==> src/rtl/sao_rdo_select.sv <==
// SAO rate-distortion selector: keeps the minimum-cost SAO candidate per component and emits Y/Cb/Cr results.
// Optional debug outputs (sao_cost, cand_cnt) are enabled with `define SAO_RDO_COST_DBG_EN.
module sao_rdo_select #(
  parameter int SHIFT         = 24,
  parameter int NUM_LUMA_DC   = 64 - SHIFT,
  parameter int NUM_CHROMA_DC = 60 - SHIFT,
  parameter int CNT_W         = 6,
  parameter int COST_W        = 24,
  parameter int OFF_W         = 4
) (
  input  logic                 clk,
  input  logic                 arst_n,
  input  logic                 rst_n,
  input  logic                 en_o,
  input  logic                 isWorking_deci,
  input  logic [CNT_W-1:0]     cnt_dc_fsm,
  input  logic [1:0]           cIdx_fsm,
  input  logic                 cand_valid,
  input  logic [1:0]           cand_type,
  input  logic [4:0]           cand_class,
  input  logic [4*OFF_W-1:0]   cand_off,
  input  logic [COST_W-1:0]    cand_cost,
  output logic                 sao_valid,
  output logic [1:0]           sao_cIdx,
  output logic [1:0]           sao_type,
  output logic [4:0]           sao_class,
  output logic [4*OFF_W-1:0]   sao_off,
  output logic                 ctb_done,
  output logic                 proto_err
`ifdef SAO_RDO_COST_DBG_EN
  ,
  output logic [COST_W-1:0]    sao_cost,
  output logic [CNT_W:0]       cand_cnt
`endif
);

  localparam logic [CNT_W-1:0] LAST_Y = CNT_W'(NUM_LUMA_DC - 1);
  localparam logic [CNT_W-1:0] LAST_C = CNT_W'(NUM_CHROMA_DC - 1);
  localparam logic [1:0]       T_OFF  = 2'd0;
  localparam logic [1:0]       T_ILL  = 2'd3;

  typedef enum logic {IDLE = 1'b0, ACC = 1'b1} state_t;

  state_t               state;
  state_t               state_nxt;

  logic [1:0]           exp_cidx;
  logic [CNT_W-1:0]     exp_cnt;
  logic [COST_W-1:0]    best_cost;
  logic [1:0]           best_type;
  logic [4:0]           best_class;
  logic [4*OFF_W-1:0]   best_off;

  logic                 accept;
  logic                 comp_start;
  logic                 is_last;
  logic                 bad_type;
  logic                 seq_bad;
  logic                 take;
  logic                 err;
  logic                 replace;
  logic [COST_W-1:0]    base_cost;
  logic [1:0]           base_type;
  logic [4:0]           base_class;
  logic [4*OFF_W-1:0]   base_off;
  logic [COST_W-1:0]    new_cost;
  logic [1:0]           new_type;
  logic [4:0]           new_class;
  logic [4*OFF_W-1:0]   new_off;

`ifdef SAO_RDO_COST_DBG_EN
  logic [CNT_W:0]       acc_num;
  logic [CNT_W:0]       new_num;
`endif

  assign accept     = en_o & isWorking_deci & cand_valid;
  assign comp_start = (cnt_dc_fsm == {CNT_W{1'b0}});
  assign is_last    = (cnt_dc_fsm == ((cIdx_fsm == 2'd0) ? LAST_Y : LAST_C));
  assign bad_type   = (cand_type == T_ILL);
  assign seq_bad    = (cIdx_fsm != exp_cidx) || (cnt_dc_fsm != exp_cnt);

  // Sample classification: legal sample to fold in, or protocol violation
  always_comb begin
    take = 1'b0;
    err  = 1'b0;
    case (state)
      IDLE: begin
        if (accept && comp_start) begin
          if (bad_type || (cIdx_fsm != 2'd0)) begin
            err = 1'b1;
          end else begin
            take = 1'b1;
          end
        end else begin
          take = 1'b0;
        end
      end
      ACC: begin
        if (accept) begin
          if (bad_type || seq_bad) begin
            err = 1'b1;
          end else begin
            take = 1'b1;
          end
        end else begin
          take = 1'b0;
        end
      end
      default: begin
        take = 1'b0;
        err  = 1'b0;
      end
    endcase
  end

  // Next-state logic
  always_comb begin
    state_nxt = state;
    case (state)
      IDLE: begin
        if (take) begin
          state_nxt = ACC;
        end else begin
          state_nxt = IDLE;
        end
      end
      ACC: begin
        if (err || (take && is_last && (cIdx_fsm == 2'd2))) begin
          state_nxt = IDLE;
        end else begin
          state_nxt = ACC;
        end
      end
      default: state_nxt = IDLE;
    endcase
  end

  // Candidate versus running best; a component start compares against SAO off at cost 0
  always_comb begin
    if (comp_start) begin
      base_cost  = {COST_W{1'b0}};
      base_type  = T_OFF;
      base_class = 5'd0;
      base_off   = {(4*OFF_W){1'b0}};
    end else begin
      base_cost  = best_cost;
      base_type  = best_type;
      base_class = best_class;
      base_off   = best_off;
    end
    replace = ($signed(cand_cost) < $signed(base_cost));
    if (replace) begin
      new_cost  = cand_cost;
      new_type  = cand_type;
      new_class = cand_class;
      new_off   = (cand_type == T_OFF) ? {(4*OFF_W){1'b0}} : cand_off;
    end else begin
      new_cost  = base_cost;
      new_type  = base_type;
      new_class = base_class;
      new_off   = base_off;
    end
  end

`ifdef SAO_RDO_COST_DBG_EN
  assign new_num = comp_start ? {{CNT_W{1'b0}}, 1'b1} : (acc_num + {{CNT_W{1'b0}}, 1'b1});
`endif

  // State register
  always_ff @(posedge clk or negedge arst_n) begin
    if (!arst_n) begin
      state <= IDLE;
    end else if (!rst_n) begin
      state <= IDLE;
    end else if (en_o) begin
      state <= state_nxt;
    end
  end

  // Accumulator, sequence tracking and registered result outputs
  always_ff @(posedge clk or negedge arst_n) begin
    if (!arst_n) begin
      exp_cidx   <= 2'd0;
      exp_cnt    <= {CNT_W{1'b0}};
      best_cost  <= {COST_W{1'b0}};
      best_type  <= 2'd0;
      best_class <= 5'd0;
      best_off   <= {(4*OFF_W){1'b0}};
      sao_valid  <= 1'b0;
      sao_cIdx   <= 2'd0;
      sao_type   <= 2'd0;
      sao_class  <= 5'd0;
      sao_off    <= {(4*OFF_W){1'b0}};
      ctb_done   <= 1'b0;
      proto_err  <= 1'b0;
`ifdef SAO_RDO_COST_DBG_EN
      acc_num    <= {(CNT_W+1){1'b0}};
      sao_cost   <= {COST_W{1'b0}};
      cand_cnt   <= {(CNT_W+1){1'b0}};
`endif
    end else if (!rst_n) begin
      exp_cidx   <= 2'd0;
      exp_cnt    <= {CNT_W{1'b0}};
      best_cost  <= {COST_W{1'b0}};
      best_type  <= 2'd0;
      best_class <= 5'd0;
      best_off   <= {(4*OFF_W){1'b0}};
      sao_valid  <= 1'b0;
      sao_cIdx   <= 2'd0;
      sao_type   <= 2'd0;
      sao_class  <= 5'd0;
      sao_off    <= {(4*OFF_W){1'b0}};
      ctb_done   <= 1'b0;
      proto_err  <= 1'b0;
`ifdef SAO_RDO_COST_DBG_EN
      acc_num    <= {(CNT_W+1){1'b0}};
      sao_cost   <= {COST_W{1'b0}};
      cand_cnt   <= {(CNT_W+1){1'b0}};
`endif
    end else if (en_o) begin
      sao_valid <= 1'b0;
      ctb_done  <= 1'b0;
      if (err) begin
        proto_err <= 1'b1;
      end
      if (take) begin
        best_cost  <= new_cost;
        best_type  <= new_type;
        best_class <= new_class;
        best_off   <= new_off;
`ifdef SAO_RDO_COST_DBG_EN
        acc_num    <= new_num;
`endif
        if (is_last) begin
          exp_cnt   <= {CNT_W{1'b0}};
          exp_cidx  <= (cIdx_fsm == 2'd2) ? 2'd0 : (cIdx_fsm + 2'd1);
          sao_valid <= 1'b1;
          sao_cIdx  <= cIdx_fsm;
          sao_type  <= new_type;
          sao_class <= new_class;
          sao_off   <= new_off;
          ctb_done  <= (cIdx_fsm == 2'd2);
`ifdef SAO_RDO_COST_DBG_EN
          sao_cost  <= new_cost;
          cand_cnt  <= new_num;
`endif
        end else begin
          exp_cnt  <= cnt_dc_fsm + {{(CNT_W-1){1'b0}}, 1'b1};
          exp_cidx <= cIdx_fsm;
        end
      end
    end
  end

endmodule

==> config.mk <==
export PLATFORM = sky130hd
export DESIGN_NAME = sao_rdo_select
export DESIGN_NICKNAME = d
export VERILOG_FILES = /design/src/rtl/sao_rdo_select.sv
export SDC_FILE = /design/constraint.sdc
export NUM_CORES = 1
export LEC_CHECK = 0
export CAP_MARGIN = 20
export CORE_MARGIN = 2
export CORE_UTILIZATION = 56
export CTS_CLUSTER_DIAMETER = 40
export DETAILED_ROUTE_END_ITERATION = 8
export PLACE_DENSITY = 0.85
export SYNTH_ARGS = -nofsm -noshare
export SYNTH_HDL_FRONTEND = slang
export SYNTH_SLANG_ARGS = --single-unit
==> constraint.sdc <==
create_clock -name clk -period 4.39 [get_ports clk]
set_clock_uncertainty 0.15 [all_clocks]
set_input_delay 1.317 -clock clk [delete_from_list [all_inputs] [get_ports clk]]
set_output_delay 1.317 -clock clk [all_outputs]
set_load 0.02 [all_outputs]
==> impl_metrics.yaml, run 1 <==
timing:
  relSlewSlack: 0.569
  max_freq_mhz: 233
  tightest_slew_ns: 0.647
  min_period_over_period: 0.978
  fin_setup_tns_ns: 0
  maxSlewViolCount: 0
  min_period_ns: 4.30
  setup_viol: 0
  hold_slack_ns: 0.349
  hold_viol: 0
global_routing:
  grt_pass1_wl_um: 20800
  antenna_found_initial: 0
  grt.total_usage: 0.304
  grt_pass1_vias: 4320
  grt_max_degree: 85
  grt_overflow: 0
pwr:
  p_total_w: 0.00179
  vdd_drop_max_mv: 0.218
  power_leakage_nw: 2.66
  power.density_nw_per_um2: 283
logic_synthesis:
  yosys.area.top_type: "dfrtp_1"
  async_flop_share: 1.00
  synthesis.nets: 538
  synth_top_family_by_area: "compound AO/OA/AOI/OAI gates"
  syn_avg_cell_area_um2: 10.1
  synth_seq_cells: 84
  synth_edf_count: 0
  synthAdderAreaFrac: 0.0687
  yosys.area_share.simple: 0.160
  yosys.cell_types.count: 53
  syn_area_um2: 4550
  ys_warn_count: 0
  synth_area_leaders: "dfrtp_1, ha_1, nand2_1"
  yosysSeqAreaShare: 0.462
  synth_cells: 452
  synth_mux_area_frac: 0.0338
  yosysMostFrequentCell: "dfrtp_1"
  synth_common_cells: "dfrtp_1, nand2_1, nor2_1"
  synth-xor-area-share: 0.0305
  synth_top_cell_area_share: 0.462
  synth_top_flop_cell: "dfrtp_1"
  synth_compound_area_frac: 0.197
layout:
  fillers: 466
  design_area_um2: 6320
  area_growth_pct: 39.0
  final_util: 0.810
  drive_gt1_frac: 0.206
  fin_nets: 658
  multi_input_area_um2: 2420
  ff_latch_area_um2: 2100
  antenna_cells: 0
setup_path:
  cp-endpoint: "best_cost[9]"
  worst-setup-path-type: "in2reg"
  crit_start: "cnt_dc_fsm[1]"
  rrSetupSlack_ns: 1.35
  worstPathMaxFanout: 6
  crit_arrival_ns: 4.40
  crit_path_end_kind: "register"
  timing.rr.end: "best_cost[9]"
  cp.required_ns: 4.50
  rr_startpoint: "best_cost[13]"
  reg2regPathDepth: 11
  startpoint_type: "primary input"
die:
  rows: 32
  ioPinCount: 89
  die_area_um2: 8860
  dieHeight_um: 94.1
  initial_utilization: 0.583
  die-width_um: 94.1
  core_area_um2: 7810
placement:
  hpwl_um: 8250
  port_buffers: 88
  gp_congestion: 0.886
  postPlaceCellArea_um2: 5750
clock_tree:
  numCtsBuffers: 9
  cts_tree: "done"
  clockBufferDepth: 2
  clock_sinks: 84
  path_clk_slew_ns: 0.10
  htree_levels: 3
  clk_latency_ns: 0.36
  cts_root_buf: "clkbuf_8"
  cts.hold.buffers_added: 0
route:
  via_per_inst: 6.36
  routed_wirelength_um: 13500
  vias: 4316
  wl_per_cell_um: 19.9
  drc: 0
  drtPass1Iterations: 5
  drt_iter0_drc: 381
  final_antenna_net_count: 0
flow_run:
  drv_cap: 0
status:
  outcome: "finished clean"
hold_path:
  holdCritPathClass: "reg2reg"
[layout by cell type, fill, tap and decap left out, types with 2 or more instances in the layout]
master	netlist	layout
a211oi_1	5	5
a21oi_1	30	30
a21oi_2	3	3
a22o_1	30	29
a31oi_1	14	14
a32o_1	17	17
buf_12	0	8
buf_16	0	2
buf_4	3	37
buf_6	6	2
buf_8	1	2
clkbuf_16	0	2
clkbuf_2	1	4
clkbuf_8	0	9
clkdlybuf4s50_1	0	81
clkinv_2	0	2
dfrtp_1	84	84
ha_1	25	14
ha_2	0	4
ha_4	0	7
inv_1	5	5
inv_6	0	2
mux2_2	7	7
mux2_4	3	3
mux2i_1	3	3
nand2_1	72	65
nand2_2	0	5
nand2_4	0	2
nand2b_1	2	2
nand3_1	29	29
nand4_1	10	10
nor2_1	31	30
nor3_1	5	5
nor3_4	1	2
o21ai_0	5	5
xnor2_1	3	3
xor2_1	11	11
[flip-flops by register name (all words and copies together) (netlist names), 5 cells and up]
name and count:
best_off 16, exp_cnt 6, sao_class 5, sao_off 16, best_class 5, best_cost 24
[cells by family (layout without fill, tap and decap cells)]
group / after synthesis / after routing
compound gates: 117 / 117
flops: 84 / 84
buf+inv: 39 / 163
fa+ha+maj: 25 / 25
simple gates: 159 / 160
mux: 13 / 13
xor+xnor: 15 / 15
[worst min path at each step]
stage	start	to	slack, ns	depth (start not counted)
3_5_place_dp	best_off[10]	best_off[10]	0.33	1
6_report	best_off[10]	best_off[10]	0.35	1
5_1_grt	best_off[5]	best_off[5]	0.37	1
4_1_cts	best_off[10]	best_off[10]	0.35	1
2_1_floorplan	best_off[0]	best_off[0]	0.32	1
3_3_place_gp	best_class[4]	best_class[4]	0.32	1
[per-stage QoR]
step	instances	worst slack (ns)
2_1_floorplan	452	-0.00244
3_3_place_gp	645	-0.591
6_report	679	0.0947
3_5_place_dp	645	-0.764
5_1_grt	679	-0.0179
4_1_cts	672	0.00823
[layer usage]
layer	up-vias	track usage	part of all wire
met4	0	0.136	0.034
met5	-	0	0
met3	52	0.0457	0.072
met1	2122	0.392	0.39
met2	241	0.509	0.50
li1	1901	-	-
[worst max-delay path: stages]
cell and delay [ns]:
dlygate4sd2_1 0.21, inv_1 0.05, ha_2 0.19, nand2_4 0.11, buf_12 0.12, buf_2 0.15, nand2_1 0.08, ha_1 0.30
nand4_1 0.17, or4_4 0.47, o21ai_4 0.26, xnor2_4 0.14, buf_6 0.15, a22o_4 0.28, clkbuf_16 0.18, a22o_1 0.23
[final cells by class]
type                       instances  area share
multi-input combinational        330       0.383
sequential                        84       0.332
inverter                           6     0.00356
clock buffer                       9      0.0196
clock inverter                     7      0.0117
tap                              102      0.0202
timing repair buffer             141       0.230
[what timing repair did]
action | CTS | global route
gates resized for setup | 30 | 13
pin swaps | 13 | 10
setup endpoints to repair | 67 | 67
cloned | 3 | 2
setup buffers | 8 | 4
[report_power, final]
group          total, W  leakage, nW  internal (W)  switching, W
clock          0.000577        0.100      0.000266      0.000311
sequential     0.000821         1.14      0.000803     0.0000178
combinational  0.000394         1.42      0.000198      0.000196
No activity file was read; power rests on OpenSTA's default activity.
==> inputs of run 2 (changes only) <==
--- a/config.mk
+++ b/config.mk
@@ -10,7 +10,10 @@
 export CORE_UTILIZATION = 56
 export CTS_CLUSTER_DIAMETER = 40
 export DETAILED_ROUTE_END_ITERATION = 8
+export GPL_ROUTABILITY_DRIVEN = 0
+export GPL_TIMING_DRIVEN = 0
 export PLACE_DENSITY = 0.85
+export SLEW_MARGIN = 20
 export SYNTH_ARGS = -nofsm -noshare
 export SYNTH_HDL_FRONTEND = slang
 export SYNTH_SLANG_ARGS = --single-unit
==> impl_metrics.yaml, run 2 (same netlist as run 1, synthesis figures left out) <==
global_routing:
  antenna_found_initial: 0
  grt_pass1_vias: 4169
  grt_max_degree: 51
  grt_pass1_wl_um: 19900
  grt.total_usage: 0.290
  grt_overflow: 0
clock_tree:
  numCtsBuffers: 9
  cts_root_buf: "clkbuf_8"
  clockBufferDepth: 2
  path_clk_slew_ns: 0.10
  cts_tree: "done"
  htree_levels: 3
  cts.hold.buffers_added: 0
  clk_latency_ns: 0.37
  clock_sinks: 84
pwr:
  sw_frac_of_total: 0.293
  power.density_nw_per_um2: 293
  pwr-share-clk: 0.330
  vdd_drop_max_mv: 0.200
  power_leakage_nw: 2.46
  p_comb_frac: 0.198
  power_frac_seq: 0.472
  p_int_w: 0.00123
  p_switching_w: 0.000510
timing:
  min_period_over_period: 0.989
  maxSlewViolCount: 0
  min_period_ns: 4.34
  tightest_slew_ns: 0.718
  hold_viol: 0
  setup_viol: 0
  relSlewSlack: 0.520
  max_freq_mhz: 230
  hold_slack_ns: 0.349
die:
  initial_utilization: 0.583
  ioPinCount: 89
  rows: 32
  core_area_um2: 7810
  die-width_um: 94.1
  die_area_um2: 8860
  dieHeight_um: 94.1
setup_path:
  startpoint_type: "primary input"
  crit_arrival_ns: 4.48
  worstPathMaxFanout: 10
  rrSetupSlack_ns: 1.44
  critPathMaxStageDelay_ns: 0.36
  cp.required_ns: 4.52
  crit_chain: "clkdlybuf4s15_2 -> inv_1 -> ha_4 -> nand2_2 -> clkbuf_8 -> nand2_1 -> ha_1 -> a2111oi_4 -> o221ai_2 -> a221oi_2 -> o21ai_4 -> xnor2_2 -> buf_6 -> buf_4 -> mux2_2 -> a21oi_1"
  worst_path_max_delay_cell: "a2111oi_4"
  worst-setup-path-type: "in2reg"
  crit_path_end_kind: "register"
route:
  drtPass1Iterations: 5
  final_antenna_net_count: 0
  drc: 0
  via_per_inst: 6.28
  vias: 4172
  wl_per_cell_um: 19.1
  drt_iter0_drc: 295
  routed_wirelength_um: 12700
layout:
  fillers: 556
  ff_latch_area_um2: 2100
  final_cell_mix: "dfrtp_1, clkdlybuf4s50_1, nand2_1"
  drive_gt1_frac: 0.148
  final_common_cell: "dfrtp_1"
  multi_input_area_um2: 2330
  largest-register: "best_cost"
  area_growth_pct: 30.7
  reg_top3: "best_cost x24, best_off x16, sao_off x16"
  largest_register_ffs: 24
  fin_nets: 643
  antenna_cells: 0
  final_util: 0.762
status:
  outcome: "finished clean"
placement:
  port_buffers: 83
  hpwl_um: 8830
hold_path:
  holdCritPathClass: "reg2reg"
flow_run:
  drv_cap: 0
==> run 2: worst max-delay path: cells and delay by family <==
family	cells	cell delay, ns
buf+inv	5	0.82
mux	1	0.33
compound gates	5	1.18
fa+ha+maj	2	0.40
xor+xnor	1	0.25
simple gates	2	0.17
==> run 2: power groups by stage <==
stage / registers, W / clock network (W) / logic (W)
after floorplan: 0.000853 / 0 / 0.000154
after global placement: 0.000835 / 0 / 0.000319
after detailed placement: 0.000836 / 0 / 0.000331
after CTS: 0.000820 / 0.000572 / 0.000335
final: 0.000821 / 0.000575 / 0.000345
after global routing: 0.000825 / 0.000609 / 0.000370
==> run 2: per-stage QoR <==
step / instance area [um2] / power (W) / worst slack (ns) / setup TNS, ns / instances
finish: 5950 / 0.00174 / 0.0465 / 0 / 664
global route: 5950 / 0.00180 / -0.0645 / -1.07 / 664
CTS: 5870 / 0.00173 / 0.0225 / 0 / 657
detailed placement: 5640 / 0.00117 / -0.955 / -58.69 / 638
global placement: 5620 / 0.00115 / -1.16 / -152.49 / 637
floorplan: 4660 / 0.00101 / -0.00244 / -0.00244 / 452
==> run 2: final timing paths <==
kind / startpoint / to / cells past startpoint
worst max-delay path: cnt_dc_fsm[0] / sao_off[4] / 16
worst min-delay path: best_off[14] / best_off[14] / 1
worst max register to register: best_cost[12] / sao_off[4] / 11
worst min register to register: best_off[14] / best_off[14] / 1
max in group asynchronous: arst_n / sao_off[8] / 2
min in group asynchronous: arst_n / best_cost[0] / 1
==> run 2: per-layer routing <==
layer | vias to the layer above | share of wire | GRT usage
met2 | 217 | 0.51 | 0.497
met3 | 44 | 0.069 | 0.0385
li1 | 1868 | - | -
met5 | - | 0 | 0
met4 | 0 | 0.033 | 0.120
met1 | 2043 | 0.39 | 0.369
==> run 2: cell type report <==
class                      count  share of cell area
clock inverter                 7              0.0124
tap                          102              0.0215
multi-input combinational    329               0.392
inverter                       6             0.00379
clock buffer                   9              0.0208
sequential                    84               0.353
buffer                        32              0.0393
timing repair buffer          95               0.157
==> run 2: what timing repair did <==
item	CTS	global route
pin swaps	4	9
endpoints found under the setup margin	69	63
cloned	0	0
setup buffers	4	7
hold endpoints to repair	0	0
gates resized for setup	11	11
==> inputs of run 3 (changes only) <==
--- a/config.mk
+++ b/config.mk
@@ -6,6 +6,7 @@
 export NUM_CORES = 1
 export LEC_CHECK = 0
 export CAP_MARGIN = 20
+export CORE_ASPECT_RATIO = 0.9
 export CORE_MARGIN = 2
 export CORE_UTILIZATION = 56
 export CTS_CLUSTER_DIAMETER = 40
==> impl_metrics.yaml, run 3 (same netlist as run 1, synthesis figures left out) <==
die:
  ioPinCount: 89
  rows: 31
  dieHeight_um: 89.5
  core_area_um2: 7950
  die-width_um: 99.0
  initial_utilization: 0.572
  die_area_um2: 8860
setup_path:
  reg2regPathDepth: 8
  crit_arrival_ns: 4.48
  worstPathMaxFanout: 11
  cp.required_ns: 4.53
  crit_start: "cnt_dc_fsm[0]"
  crit_path_end_kind: "register"
  worst-setup-path-type: "in2reg"
  startpoint_type: "primary input"
  rrSetupSlack_ns: 1.33
  rr_startpoint: "exp_cnt[1]"
clock_tree:
  clock_sinks: 84
  cts.hold.buffers_added: 0
  numCtsBuffers: 9
  path_clk_slew_ns: 0.08
  clk_latency_ns: 0.35
  clockBufferDepth: 2
  cts_tree: "done"
  cts_root_buf: "clkbuf_8"
  htree_levels: 3
global_routing:
  grt_pass1_vias: 4001
  grt_max_degree: 46
  grt_overflow: 0
  grt_pass1_wl_um: 19000
  antenna_found_initial: 0
  grt.total_usage: 0.272
pwr:
  power.density_nw_per_um2: 297
  vdd_drop_max_mv: 0.170
  p_total_w: 0.00180
  power_leakage_nw: 2.52
timing:
  fin_setup_tns_ns: 0
  min_period_ns: 4.35
  tightest_slew_ns: 0.849
  min_period_over_period: 0.990
  setup_viol: 0
  relSlewSlack: 0.432
  max_freq_mhz: 230
  hold_viol: 0
  maxSlewViolCount: 0
layout:
  final_util: 0.760
  fillers: 528
  final_cell_mix: "dfrtp_1, clkdlybuf4s50_1, nand2_1"
  largest_register_ffs: 24
  ff_latch_area_um2: 2100
  area_growth_pct: 32.8
  fin_nets: 646
  final_common_cell: "dfrtp_1"
  antenna_cells: 0
  largest-register: "best_cost"
  reg_top3: "best_cost x24, best_off x16, sao_off x16"
  drive_gt1_frac: 0.151
  multi_input_area_um2: 2340
  design_area_um2: 6040
status:
  outcome: "finished clean"
route:
  drc: 0
  via_per_inst: 6.36
  routed_wirelength_um: 12800
  vias: 4216
  drt_iter0_drc: 434
  drtPass1Iterations: 5
  wl_per_cell_um: 19.2
  final_antenna_net_count: 0
placement:
  hpwl_um: 8550
  port_buffers: 83
  postPlaceCellArea_um2: 5640
hold_path:
  min-delay-start: "best_off[2]"
  holdCritPathClass: "reg2reg"
  holdPathStages: 1
flow_run:
  drv_cap: 0
run 3: critical path, stage by stage:
cell             delay, ns
clkdlybuf4s15_2       0.23
inv_1                 0.09
ha_4                  0.19
nand2_4               0.09
buf_8                 0.16
buf_8                 0.13
nand2_1               0.06
ha_1                  0.28
nand4_1               0.13
or4_4                 0.55
o21ai_4               0.24
xnor2_2               0.12
buf_6                 0.16
a21oi_4               0.25
buf_4                 0.25
a32o_1                0.22
run 3: cell type report:
| type | instances | share of cell area |
|---|---|---|
| Inverter | 6 | 0.00373 |
| Clock buffer | 11 | 0.0234 |
| Multi-Input combinational cell | 329 | 0.387 |
| Clock inverter | 4 | 0.0122 |
| Timing Repair Buffer | 97 | 0.163 |
| Buffer | 33 | 0.0427 |
| Sequential cell | 84 | 0.348 |
| Tap cell | 99 | 0.0205 |
run 3: where the power goes:
part / leakage, nW / internal [W] / total (W) / switching (W)
clock: 0.109 / 0.000334 / 0.000613 / 0.000279
sequential: 1.14 / 0.000803 / 0.000821 / 0.0000183
combinational: 1.28 / 0.000175 / 0.000362 / 0.000188
run 3: per-layer routing:
| metal | vias to the layer above | routed length, um | track usage |
|---|---|---|---|
| li1 | 1877 | - | - |
| met5 | - | 0 | 0 |
| met2 | 248 | 6230 | 0.458 |
| met3 | 48 | 983 | 0.0469 |
| met1 | 2043 | 5210 | 0.356 |
| met4 | 0 | 339 | 0.106 |
run 3: path summary, 6_finish.rpt:
| kind | endpoint |
|---|---|
| max in group asynchronous | best_cost[22] |
| hold / removal | best_off[2] |
| setup / recovery | best_off[11] |
| min in group asynchronous | best_cost[2] |
| setup reg to reg | sao_off[3] |
| hold reg to reg | best_off[2] |
run 3: stage by stage:
| stage | hold WS [ns] | worst slack [ns] | cells |
|---|---|---|---|
| global route | 0.360 | -0.0814 | 663 |
| CTS | 0.351 | 0.0166 | 656 |
| floorplan | 0.315 | -0.00244 | 452 |
| global placement | 0.323 | -1.16 | 634 |
| finish | 0.348 | 0.0431 | 663 |
| detailed placement | 0.331 | -0.920 | 635 |
run 3: timing repair:
item,CTS,global route
gates resized for setup,11,17
cloned,0,1
pin swaps,5,8
setup endpoints to repair,69,69
setup buffers,6,6
